**src/rtl/mem_align.sv**
```systemverilog
// Load/store alignment stage: turns byte-addressed 1/2/4/8-byte accesses into 64-bit-aligned,
// byte-masked requests, splitting boundary-crossing accesses and extending load results.
module mem_align #(
  parameter int unsigned XLEN        = 64,
  parameter bit          ALLOW_SPLIT = 1'b1
) (
  input  logic              clk,
  input  logic              rst,
  input  logic              prev_stalled,
  output logic              busy,
  input  logic              op_load,
  input  logic              op_store,
  input  logic [1:0]        op_size,
  input  logic              op_unsigned,
  input  logic [XLEN-1:0]   op_addr,
  input  logic [XLEN-1:0]   op_wdata,
  output logic              stall_next,
  output logic [XLEN-1:0]   result,
  output logic              access_fault,
  output logic              misaligned,
  output logic              ls_prev_stalled,
  output logic [XLEN-4:0]   ls_addr,
  output logic              ls_do_load,
  output logic              ls_do_store,
  output logic [63:0]       ls_store_data,
  output logic [7:0]        ls_store_mask,
  input  logic              ls_stall_next,
  input  logic [63:0]       ls_load_data,
  input  logic              ls_access_fault
);

  typedef enum logic [1:0] {StIdle, StFirst, StSecond, StMisalign} state_e;

  state_e          state_q, state_d;
  logic [2:0]      off_q;
  logic [1:0]      size_q;
  logic            uns_q, load_q, store_q, split_q;
  logic [XLEN-4:0] word_q;
  logic [63:0]     hi_data_q, lo_q;
  logic [7:0]      hi_mask_q;

  logic [2:0]      off;
  logic [3:0]      nbytes;
  logic            split;
  logic [7:0]      size_mask;
  logic [15:0]     mask_al;
  logic [127:0]    data_al;
  logic            can_accept, accept, latch_lo;

  logic [63:0]     first_w, second_w, ext;
  logic [127:0]    merged;

  // Alignment of the op currently presented on the op_* inputs.
  always_comb begin
    off = op_addr[2:0];
    size_mask = 8'hFF;
    case (op_size)
      2'd0:    size_mask = 8'h01;
      2'd1:    size_mask = 8'h03;
      2'd2:    size_mask = 8'h0F;
      default: size_mask = 8'hFF;
    endcase
    nbytes  = 4'd1 << op_size;
    split   = ({1'b0, off} + nbytes) > 4'd8;
    mask_al = {8'h00, size_mask} << off;
    data_al = 128'(op_wdata) << {off, 3'b000};
  end

  // Load assembly: in SECOND the low half comes from the latched first response.
  always_comb begin
    first_w  = (state_q == StSecond) ? lo_q : ls_load_data;
    second_w = (state_q == StSecond) ? ls_load_data : 64'h0;
    merged   = {second_w, first_w} >> {off_q, 3'b000};
    ext      = merged[63:0];
    case (size_q)
      2'd0:    ext = {{56{~uns_q & merged[7]}},  merged[7:0]};
      2'd1:    ext = {{48{~uns_q & merged[15]}}, merged[15:0]};
      2'd2:    ext = {{32{~uns_q & merged[31]}}, merged[31:0]};
      default: ext = merged[63:0];
    endcase
    result = ext[XLEN-1:0];
  end

  always_comb begin
    state_d         = state_q;
    busy            = (state_q != StIdle);
    stall_next      = 1'b1;
    access_fault    = 1'b0;
    misaligned      = 1'b0;
    ls_prev_stalled = 1'b1;
    ls_addr         = op_addr[XLEN-1:3];
    ls_do_load      = 1'b0;
    ls_do_store     = 1'b0;
    ls_store_data   = data_al[63:0];
    ls_store_mask   = mask_al[7:0];
    can_accept      = 1'b0;
    accept          = 1'b0;
    latch_lo        = 1'b0;
    // Outputs are held quiet while in reset so a mid-op reset never pulses completion.
    if (rst) begin
      busy = 1'b0;
    end else begin
      case (state_q)
        StIdle: can_accept = 1'b1;
        StFirst: begin
          if (!ls_stall_next) begin
            if (!split_q || ls_access_fault) begin
              stall_next   = 1'b0;
              busy         = 1'b0;
              access_fault = ls_access_fault;
              can_accept   = 1'b1;
              state_d      = StIdle;
            end else begin
              latch_lo        = 1'b1;
              ls_prev_stalled = 1'b0;
              ls_addr         = word_q + (XLEN-3)'(1);
              ls_do_load      = load_q;
              ls_do_store     = store_q;
              ls_store_data   = hi_data_q;
              ls_store_mask   = hi_mask_q;
              state_d         = StSecond;
            end
          end
        end
        StSecond: begin
          if (!ls_stall_next) begin
            stall_next   = 1'b0;
            busy         = 1'b0;
            access_fault = ls_access_fault;
            can_accept   = 1'b1;
            state_d      = StIdle;
          end
        end
        StMisalign: begin
          stall_next = 1'b0;
          busy       = 1'b0;
          misaligned = 1'b1;
          can_accept = 1'b1;
          state_d    = StIdle;
        end
        default: state_d = StIdle;
      endcase
      if (can_accept && !prev_stalled) begin
        accept = 1'b1;
        if (split && !ALLOW_SPLIT) begin
          state_d = StMisalign;
        end else begin
          ls_prev_stalled = 1'b0;
          ls_addr         = op_addr[XLEN-1:3];
          ls_do_load      = op_load;
          ls_do_store     = op_store;
          ls_store_data   = data_al[63:0];
          ls_store_mask   = mask_al[7:0];
          state_d         = StFirst;
        end
      end
    end
  end

  always_ff @(posedge clk) begin
    if (rst) state_q <= StIdle;
    else     state_q <= state_d;
  end

  always_ff @(posedge clk) begin
    if (accept) begin
      off_q     <= off;
      size_q    <= op_size;
      uns_q     <= op_unsigned;
      load_q    <= op_load;
      store_q   <= op_store;
      split_q   <= split;
      word_q    <= op_addr[XLEN-1:3];
      hi_data_q <= data_al[127:64];
      hi_mask_q <= mask_al[15:8];
    end
    if (latch_lo) lo_q <= ls_load_data;
  end

  // A new op may only be presented while the stage is not busy.
  assert property (@(posedge clk) disable iff (rst) !(busy && !prev_stalled));

endmodule

```
**config.mk**
```make
export PLATFORM = sky130hd
export DESIGN_NAME = mem_align
export DESIGN_NICKNAME = d
export VERILOG_FILES = /design/src/rtl/mem_align.sv
export SDC_FILE = /design/constraint.sdc
export NUM_CORES = 1
export LEC_CHECK = 0
export CELL_PAD_IN_SITES_DETAIL_PLACEMENT = 2
export CELL_PAD_IN_SITES_GLOBAL_PLACEMENT = 2
export CORE_MARGIN = 2
export CORE_UTILIZATION = 31
export CTS_BUF_LIST = sky130_fd_sc_hd__clkbuf_4
export CTS_CLUSTER_DIAMETER = 150
export DETAILED_ROUTE_END_ITERATION = 8
export PLACE_DENSITY_LB_ADDON = 0.1
export SLEW_MARGIN = 20
export SYNTH_ARGS = -nofsm -noshare
export SYNTH_HDL_FRONTEND = slang
export SYNTH_SLANG_ARGS = --single-unit
```
**constraint.sdc**
```tcl
create_clock -name clk -period 12.6 [get_ports clk]
set_clock_uncertainty 0.05 [all_clocks]
set_input_delay 2.52 -clock clk [delete_from_list [all_inputs] [get_ports clk]]
set_output_delay 2.52 -clock clk [all_outputs]
set_load 0.1 [all_outputs]
```
==> results of run 1 <==
-- worst min-delay path: stages, from the launching register on --
cell and delay [ps]:
dfxtp_1 380, o211ai_1 100, a21oi_1 70
-- where the power goes --
part,switching (mW),internal (mW),total [mW]
clock network,0.266,0.124,0.390
registers,0.0202,0.764,0.784
logic,0.681,0.275,0.956
total,0.968,1.16,2.13
-- cell type report --
type	instances	area, µm²	area share [%]
Clock inverter	13	141.4	0.6808
Clock buffer	19	142.6	0.6868
Timing Repair Buffer	433	4264	20.53
Sequential cell	199	5956	28.68
Antenna cell	19	47.55	0.2289
Inverter	23	91.34	0.4398
Tap cell	672	840.8	4.048
Multi-Input combinational cell	1246	9285	44.71
-- sequential cells by signal, indices dropped and copies added, names as in the netlist --
register   cells
hi_data_q     56
hi_mask_q      7
lo_q          64
load_q         1
off_q          3
size_q         2
split_q        1
state_q        2
store_q        1
uns_q          1
word_q        61
-- layer usage --
layer,wire (µm),GRT usage [%]
met3,3448,4.712
met2,34210,42.46
met5,35,0
met1,30520,33.84
met4,2116,10.89
-- per-stage QoR --
step / instances / hold slack, ps / power [mW]
final: 2624 / 533.2 / 2.131
after global routing: 2624 / 577.4 / 2.205
after CTS: 2604 / 531.7 / 2.152
after detailed placement: 2572 / 506.9 / 1.754
after global placement: 2572 / 508.4 / 1.742
after floorplan: 1609 / 446.1 / 1.457
-- worst max path at each step --
| stage | endpoint | slack (ps) |
|---|---|---|
| final | ls_store_data[55] | 3040 |
| after CTS | ls_store_data[55] | 3030 |
| after detailed placement | ls_store_data[55] | 3030 |
| after floorplan | ls_prev_stalled | 1620 |
| after global routing | ls_store_data[55] | 2770 |
| after global placement | ls_addr[42] | 3200 |
-- synthesized netlist by cell type, drive strengths merged (18+ instances only) --
master	count	area, µm²
edfxtp	197	5916
o21ai	115	575.6
mux2	60	675.7
nand3	55	280.3
clkbuf	98	369.1
a21oi	69	345.3
o31ai	27	202.7
mux2i	149	1491
nor2	137	514.2
or3	23	143.9
a22o	37	324.1
and2	30	187.7
buf	43	197.7
mux4	63	1419
inv	22	82.58
nand2	152	570.6
xnor2	18	157.7
a31oi	32	200.2
and3	21	131.4
-- cell families after synthesis --
group	after synthesis	share of synthesized area, %
flip-flops	199	37.54
AND/OR/NAND/NOR	512	15.61
multiplexers	272	22.60
AO/OA/AOI/OAI	421	17.59
buffers and inverters	164	4.116
adder cells (fa/ha/maj)	10	0.8359
XOR/XNOR	31	1.711
-- layout by cell type, fill, tap and decap left out, types with 20 or more instances in the layout --
| master | synthesis | routed |
|---|---|---|
| a21oi_1 | 69 | 69 |
| a22o_1 | 37 | 37 |
| a31oi_1 | 32 | 32 |
| and2_1 | 30 | 30 |
| and3_1 | 21 | 21 |
| buf_4 | 1 | 28 |
| clkdlybuf4s50_1 | 0 | 402 |
| edfxtp_1 | 197 | 197 |
| inv_1 | 22 | 20 |
| mux2_2 | 60 | 60 |
| mux2i_1 | 149 | 149 |
| mux4_2 | 63 | 63 |
| nand2_1 | 152 | 152 |
| nand3_1 | 54 | 54 |
| nor2_1 | 137 | 136 |
| o21ai_0 | 115 | 115 |
| o31ai_1 | 27 | 27 |
| or3_1 | 23 | 22 |
==> flow_summary.toml, run 1 <==
[clock_tree]
cts-resized-gates = 0
hold_buffers = 0
clock_path_buffers = 2
numClockSinks = 199
cts_root_buf = "clkbuf_4"
cts_buffers = 17
tritoncts = "yes"
worstSkewPairLatency_ps = 760
cts_setup_buffers = 0
htree_levels = 4
cts.clk_slew.worst_paths_ps = 170

[worst_setup_path]
r2r_start = "state_q[0]$_SDFFE_PP0P_"
critPathLaunch = "rst"
crit_slowest_cell = "clkdlybuf4s50_1"
required_ps = 10030
rr_worst_depth = 8
rr_endpoint = "hi_data_q[6]$_DFFE_PP_"
cp.arrival_ps = 6990
end_kind = "output port"
crit_type = "in -> out"
ff2ff_setup_slack_ps = 8750
max_stage_delay_ps = 1200
path_cells = "clkdlybuf4s50_1 -> or3_2 -> buf_4 -> inv_6 -> buf_4 -> nand2_1 -> o21ai_0 -> clkdlybuf4s50_1"
crit_cells = 8
critPathBufInv = 5
cp_max_fo = 98
critPathLaunchType = "primary input"
cp_top_family = "buffers and inverters"

[yosys]
synth_edf_count = 197
synth_ff_type = "edfxtp_1"
yosysSeqAreaShare_pct = 37.54
yosys_warnings = 0
synthCells = 1609
async_reset_ff_share_pct = 0
synth_area_mm2 = 0.01587
syn_nets = 1821
ys_ff_latch = 199
synth.distinct_cells = 67
avgSynthCellArea_um2 = 9.861

[floorplanning]
die_x_um = 230.2
rows = 82
dieArea_mm2 = 0.05301
floorplan.initialDensity_pct = 31.50
core_mm2 = 0.05038
ios = 406
fp.dieH_um = 230.2

[route]
drtAntennaViolNets = 0
wl_per_cell_um = 26.80
drc = 0
drt_wl_total_mm = 70.33
vias_per_cell = 5.787
drt_pass1_iterations = 5
vias = 15190
drt_iter0_drc = 843

[job]
maxCapViolations = 0

[status]
run_status = "finished, final reports clean"

[sta]
setup_ws_ps = 3040
hold_viol_final = 0
rsz0062_at_grt = "false"
max_clock_freq_ghz = 0.1046
fin_tns_setup_ps = 0
worst_slew_pin_slew_ps = 1192
finalSetupViolations = 0
fin_crit_sh_pct = 75.87
slew_viol_final = 0
post-route-min-period_ps = 9560
maxSlewHeadroom_pct = 20.40

[layout]
area_growth_pct = 30.90
fin_util_pct = 41.23
final_cell_area_mm2 = 0.02077
nets = 2132
fillers = 5426
drive_above_1_share_pct = 10.19

[placed_design]
hpwl_mm = 51.73
place_area_mm2 = 0.02042
place.gp.congestion = 0.8582
post-place-ws_ps = 3030
io_buffers = 405

[global_routing]
antenna_found_initial = 20
overflow = 0
grt_max_degree = 99
grt_usage_pct = 26.01
grt_pass1_vias = 16040
grt_pass1_wl_mm = 103.4

[power]
power.density_mw_per_mm2 = 102.6
leakage_nw = 7.214
ir_worst_vdd_v = 0.00008448

[hold_path]
min_to = "state_q[0]$_SDFFE_PP0P_"
worstHoldStart = "state_q[0]$_SDFFE_PP0P_"
hold_class = "reg -> reg"
hold_path_depth = 2
No activity file was read; power rests on OpenSTA's default activity.
==> run 2, diff against run 1 <==
==> constraint.sdc (replaced) <==
create_clock -name clk -period 8.82 [get_ports clk]
set_clock_uncertainty 0.05 [all_clocks]
set_input_delay 1.764 -clock clk [delete_from_list [all_inputs] [get_ports clk]]
set_output_delay 1.764 -clock clk [all_outputs]
set_load 0.1 [all_outputs]
==> run 2 against run 1 <==
Effect of this change: critical path type unchanged; wire length decreased by 0.55%; critical endpoint is now result[57]; count of clock-buffer cells in the layout shrank 2; power grew 40%; non-clock buffer count unchanged; utilization is 0.39 points lower; sequential share of layout area grew 0.27 points; final cell count is 0.23% lower; global-route usage rose by 0.12 points; largest power group unchanged; die area did not move; sequential power is 43% higher; largest cell class unchanged; combinational power grew 42%; clock power rose by 32%.
==> flow_summary.toml, run 2 (synthesis results as in run 1) <==
[placed_design]
place_area_mm2 = 0.02028
dp_cells = 2573
place.gp.congestion = 0.8570
io_buffers = 405
hpwl_mm = 51.28
post-place-ws_ps = 1633

[sta]
fin_crit_sh_pct = 79.48
max_clock_freq_ghz = 0.1427
post-route-min-period_ps = 7010
maxSlewHeadroom_pct = 17.14
slew_viol_final = 0
fin_tns_setup_ps = 0
hold_viol_final = 0
setup_ws_ps = 1810
rsz0062_at_grt = "false"
finalSetupViolations = 0
worst_slew_pin_slew_ps = 1238

[clock_tree]
numClockSinks = 199
hold_buffers = 0
cts-resized-gates = 0
worstSkewPairLatency_ps = 770
tritoncts = "yes"
cts.clk_slew.worst_paths_ps = 160
htree_levels = 4
cts_setup_buffers = 0
cts_buffers = 17
cts_root_buf = "clkbuf_4"
clock_path_buffers = 2

[worst_setup_path]
crit_type = "in -> out"
r2r_start = "state_q[0]$_SDFFE_PP0P_"
cp.arrival_ps = 5200
path_cells = "clkdlybuf4s50_1 -> mux2i_1 -> mux4_2 -> a311oi_1 -> o211ai_1 -> buf_4 -> o2111ai_1 -> clkdlybuf4s50_1"
cp_max_fo = 44
rr_worst_depth = 8
crit_slowest_cell = "clkdlybuf4s50_1"
cp_top_family = "buffers and inverters"
critPathBufInv = 3
max_stage_delay_ps = 1190
crit_cells = 8
required_ps = 7010
ff2ff_setup_slack_ps = 5250
end_kind = "output port"
rr_endpoint = "hi_data_q[52]$_SDFFCE_PN0P_"
path_common_cell = "clkdlybuf4s50_1"
critPathLaunchType = "primary input"

[layout]
top_regs = "lo_q x64, word_q x61, hi_data_q x56"
final_common_cell = "clkdlybuf4s50_1"
fin_util_pct = 40.84
largest_register_ffs = 64
regMostFlops = "lo_q"
drive_above_1_share_pct = 14.17
final_cells = 2618
area_growth_pct = 29.67
nets = 2132
final_cell_area_mm2 = 0.02057
final_cell_mix = "327 x clkdlybuf4s50_1, 197 x edfxtp_1, 151 x nand2_1"
fillers = 5459

[power]
power.density_mw_per_mm2 = 145.2
leakage_nw = 7.308
ir_worst_vdd_v = 0.00008601

[global_routing]
antenna_found_initial = 19
grt_pass1_vias = 16160
grt_max_degree = 138
overflow = 0
grt_usage_pct = 26.12
grt_pass1_wl_mm = 104.7

[floorplanning]
dieArea_mm2 = 0.05301
ios = 406
fp.dieH_um = 230.2
rows = 82
core_mm2 = 0.05038
die_x_um = 230.2
floorplan.initialDensity_pct = 31.50

[route]
drt_iter0_drc = 918
drc = 0
vias = 15160
drt_pass1_iterations = 4
vias_per_cell = 5.791
drtAntennaViolNets = 0
drt_wl_total_mm = 69.95
wl_per_cell_um = 26.72

[hold_path]
hold_class = "reg -> reg"
hold_path_depth = 2
min_to = "state_q[0]$_SDFFE_PP0P_"
worstHoldStart = "state_q[0]$_SDFFE_PP0P_"

[status]
run_status = "finished, final reports clean"

[job]
maxCapViolations = 0
==> run 2: changes by cell type in the layout (fill, tap and decap cells not counted), moves of 2 or more <==
cell             before  now
diode_2              19   13
clkdlybuf4s50_1     402  327
clkinv_1              4    6
clkbuf_4             19   17
buf_4                28  101
buf_12                1    3
clkinv_4              0    2
==> run 2: metal layers <==
| layer | share of wire, % | wire length, µm | track usage, % | vias up |
|---|---|---|---|---|
| met5 | 0.15 | 104 | 0 | - |
| met4 | 2.4 | 1708 | 8.790 | 16 |
| met3 | 4.8 | 3340 | 5.134 | 86 |
| met2 | 49 | 34050 | 43.34 | 364 |
| met1 | 44 | 30740 | 33.98 | 7824 |
| li1 | - | - | - | 6872 |
==> run 2: worst max-delay path by stage <==
stage,from,to,slack (ps)
3_5_place_dp,ls_load_data[15],result[57],1630
2_1_floorplan,ls_access_fault,ls_store_data[56],900
3_3_place_gp,ls_load_data[23],result[57],1800
5_1_grt,state_q[0]$_SDFFE_PP0P_,result[57],1500
6_report,ls_load_data[55],result[57],1810
4_1_cts,state_q[0]$_SDFFE_PP0P_,result[42],1470
==> run 2: final cells by class <==
type,count,area (µm²),area share [%]
Timing Repair Buffer,433,4101,19.93
Clock buffer,17,127.6,0.6203
Sequential cell,199,5956,28.95
Antenna cell,13,32.53,0.1581
Clock inverter,15,127.6,0.6203
Inverter,23,91.34,0.4439
Multi-Input combinational cell,1246,9298,45.19
Tap cell,672,840.8,4.087
==> run 2: metrics by stage <==
step,power (mW),hold WS (ps)
3_3_place_gp,2.476,482.8
2_1_floorplan,2.079,446.1
3_5_place_dp,2.493,489.3
4_1_cts,3.017,509.4
6_report,2.988,503.1
5_1_grt,3.101,552.7
==> run 2: worst min-delay path, delay by kind of cell (launching register included) <==
kind            cells  cell delay, ps
flops               1             370
compound gates      2             160
==> run 2: power by group <==
| group | switching (mW) | leakage [nW] | total (mW) | internal, mW |
|---|---|---|---|---|
| clock | 0.373 | 0.136 | 0.514 | 0.141 |
| sequential | 0.0275 | 1.84 | 1.12 | 1.09 |
| combinational | 0.970 | 5.33 | 1.36 | 0.386 |
| total | 1.37 | 7.31 | 2.99 | 1.62 |
==> run 3, diff against run 2 <==
==> constraint.sdc (replaced) <==
create_clock -name clk -period 6.8 [get_ports clk]
set_clock_uncertainty 0.05 [all_clocks]
set_input_delay 1.36 -clock clk [delete_from_list [all_inputs] [get_ports clk]]
set_output_delay 1.36 -clock clk [all_outputs]
set_load 0.1 [all_outputs]
==> run 3 against run 2 <==
Effect of this change: count of clock-buffer cells in the layout rose by 1; sequential share of layout area fell by 1.0 points; combinational power rose by 35%; utilization rose by 1.5 points; critical path depth fell by 2; non-clock buffer count rose by 11; worst hold slack improved by 32 ps; power rose by 34%; worst setup slack got worse by 1000 ps; via count rose by 0.13%; final cell count rose by 0.19%; clock power rose by 41%; critical path type is now reg -> out; largest power group unchanged.
==> flow_summary.toml, run 3 (synthesis results as in run 1) <==
[status]
run_status = "finished, final reports clean"

[global_routing]
use_met3_pct = 5.382
antenna_found_initial = 10
met1_usage_pct = 33.46
busiest_layer = "met2"
grt_max_degree = 93
grt_pass1_vias = 16360
grt_usage_pct = 26.28
grt_pass1_wl_mm = 105.2
use_met2_pct = 43.98
overflow = 0

[route]
vias_per_cell = 5.788
vias = 15180
drt_wl_total_mm = 70.00
wl_per_cell_um = 26.69
drtAntennaViolNets = 0
drc = 0
drt_iter0_drc = 830
drt_pass1_iterations = 4

[layout]
largest_register_ffs = 64
regMostFlops = "lo_q"
area_growth_pct = 34.53
top_regs = "lo_q x64, word_q x61, hi_data_q x56"
final_cell_mix = "213 x clkdlybuf4s50_1, 197 x edfxtp_1, 151 x nand2_1"
nets = 2143
final_cell_area_mm2 = 0.02135
drive_above_1_share_pct = 20.68
fin_util_pct = 42.37
final_common_cell = "clkdlybuf4s50_1"

[clock_tree]
cts_setup_buffers = 0
numClockSinks = 199
tritoncts = "yes"
htree_levels = 4
clock_path_buffers = 2
cts.clk_slew.worst_paths_ps = 190
cts_buffers = 17
cts-resized-gates = 0
cts_root_buf = "clkbuf_4"
worstSkewPairLatency_ps = 780
hold_buffers = 0

[worst_setup_path]
critPathLaunchType = "flip-flop"
critPathBufInv = 2
cp_max_fo = 39
end_kind = "output port"
cp.arrival_ps = 4580
max_stage_delay_ps = 1210
rr_worst_depth = 9
crit_slowest_cell = "clkdlybuf4s50_1"
required_ps = 5390
crit_type = "reg -> out"
crit_cells = 6
path_cells = "buf_4 -> mux2i_1 -> a22o_1 -> or3_1 -> o21ai_0 -> clkdlybuf4s50_1"
cp_top_family = "buffers and inverters"

[power]
ir_worst_vdd_v = 0.0001220
p_total_mw = 4.009
power.density_mw_per_mm2 = 187.8
leakage_nw = 7.816

[floorplanning]
dieArea_mm2 = 0.05301
floorplan.initialDensity_pct = 31.50
fp.dieH_um = 230.2
core_mm2 = 0.05038
ios = 406
die_x_um = 230.2
rows = 82

[sta]
hold_viol_final = 0
fin_tns_setup_ps = 0
max_clock_freq_ghz = 0.1668
worst_slew_pin_slew_ps = 1090
post-route-min-period_ps = 5995
finalSetupViolations = 0
fin_crit_sh_pct = 88.16
maxSlewHeadroom_pct = 27.10
rsz0062_at_grt = "false"
slew_viol_final = 0

[job]
maxCapViolations = 0

[hold_path]
hold_path_depth = 2
hold_class = "reg -> reg"

[placed_design]
place.gp.congestion = 0.8622
hpwl_mm = 52.39
place_area_mm2 = 0.02103
io_buffers = 405
run 3: worst register-to-register path, cell delays in order, from the launching register on:
cell and delay, ps:
dfxtp_1 380, inv_1 130, ha_4 520, buf_4 470, nor2_1 230, o32ai_1 270, nand2b_1 180, nor2_4 390
buf_4 580, buf_4 630
run 3: routing by layer:
| layer | routed length, µm | vias up | share of wire, % |
|---|---|---|---|
| li1 | - | 6872 | - |
| met4 | 2126 | 10 | 3.0 |
| met1 | 30390 | 7826 | 43 |
| met3 | 3412 | 97 | 4.9 |
| met2 | 34020 | 377 | 49 |
| met5 | 60 | - | 0.086 |
run 3: layout make-up:
| cell class | instances | area [µm²] |
|---|---|---|
| Fill cell | 5303 | 29030 |
| Multi-Input combinational cell | 1246 | 9293 |
| Sequential cell | 199 | 5956 |
| Timing Repair Buffer | 444 | 4850 |
| Tap cell | 672 | 840.8 |
| Clock inverter | 14 | 162.7 |
| Clock buffer | 18 | 135.1 |
| Inverter | 23 | 91.34 |
| Antenna cell | 7 | 17.52 |
run 3: power by group:
| part | internal [mW] | switching [mW] | leakage, nW |
|---|---|---|---|
| clock | 0.202 | 0.524 | 0.157 |
| sequential | 1.41 | 0.0360 | 1.84 |
| combinational | 0.554 | 1.28 | 5.82 |
run 3: worst paths after layout:
check                           slack, ps                      end               startpoint
worst max-delay path                  810                result[0]       off_q[0]$_DFFE_PP_
worst min-delay path                  540  state_q[0]$_SDFFE_PP0P_  state_q[0]$_SDFFE_PP0P_
worst max register to register       2610  hi_data_q[22]$_DFFE_PP_  state_q[0]$_SDFFE_PP0P_
worst min register to register        540  state_q[0]$_SDFFE_PP0P_  state_q[0]$_SDFFE_PP0P_
run 3: stage by stage:
step                std cells  setup slack [ps]  hold slack, ps
floorplan                1609             21.96           446.1
global placement         2584              1135           498.6
detailed placement       2584              1047           513.0
CTS                      2616             665.7           536.1
global route             2622             517.9           602.0
finish                   2623             805.3           535.5
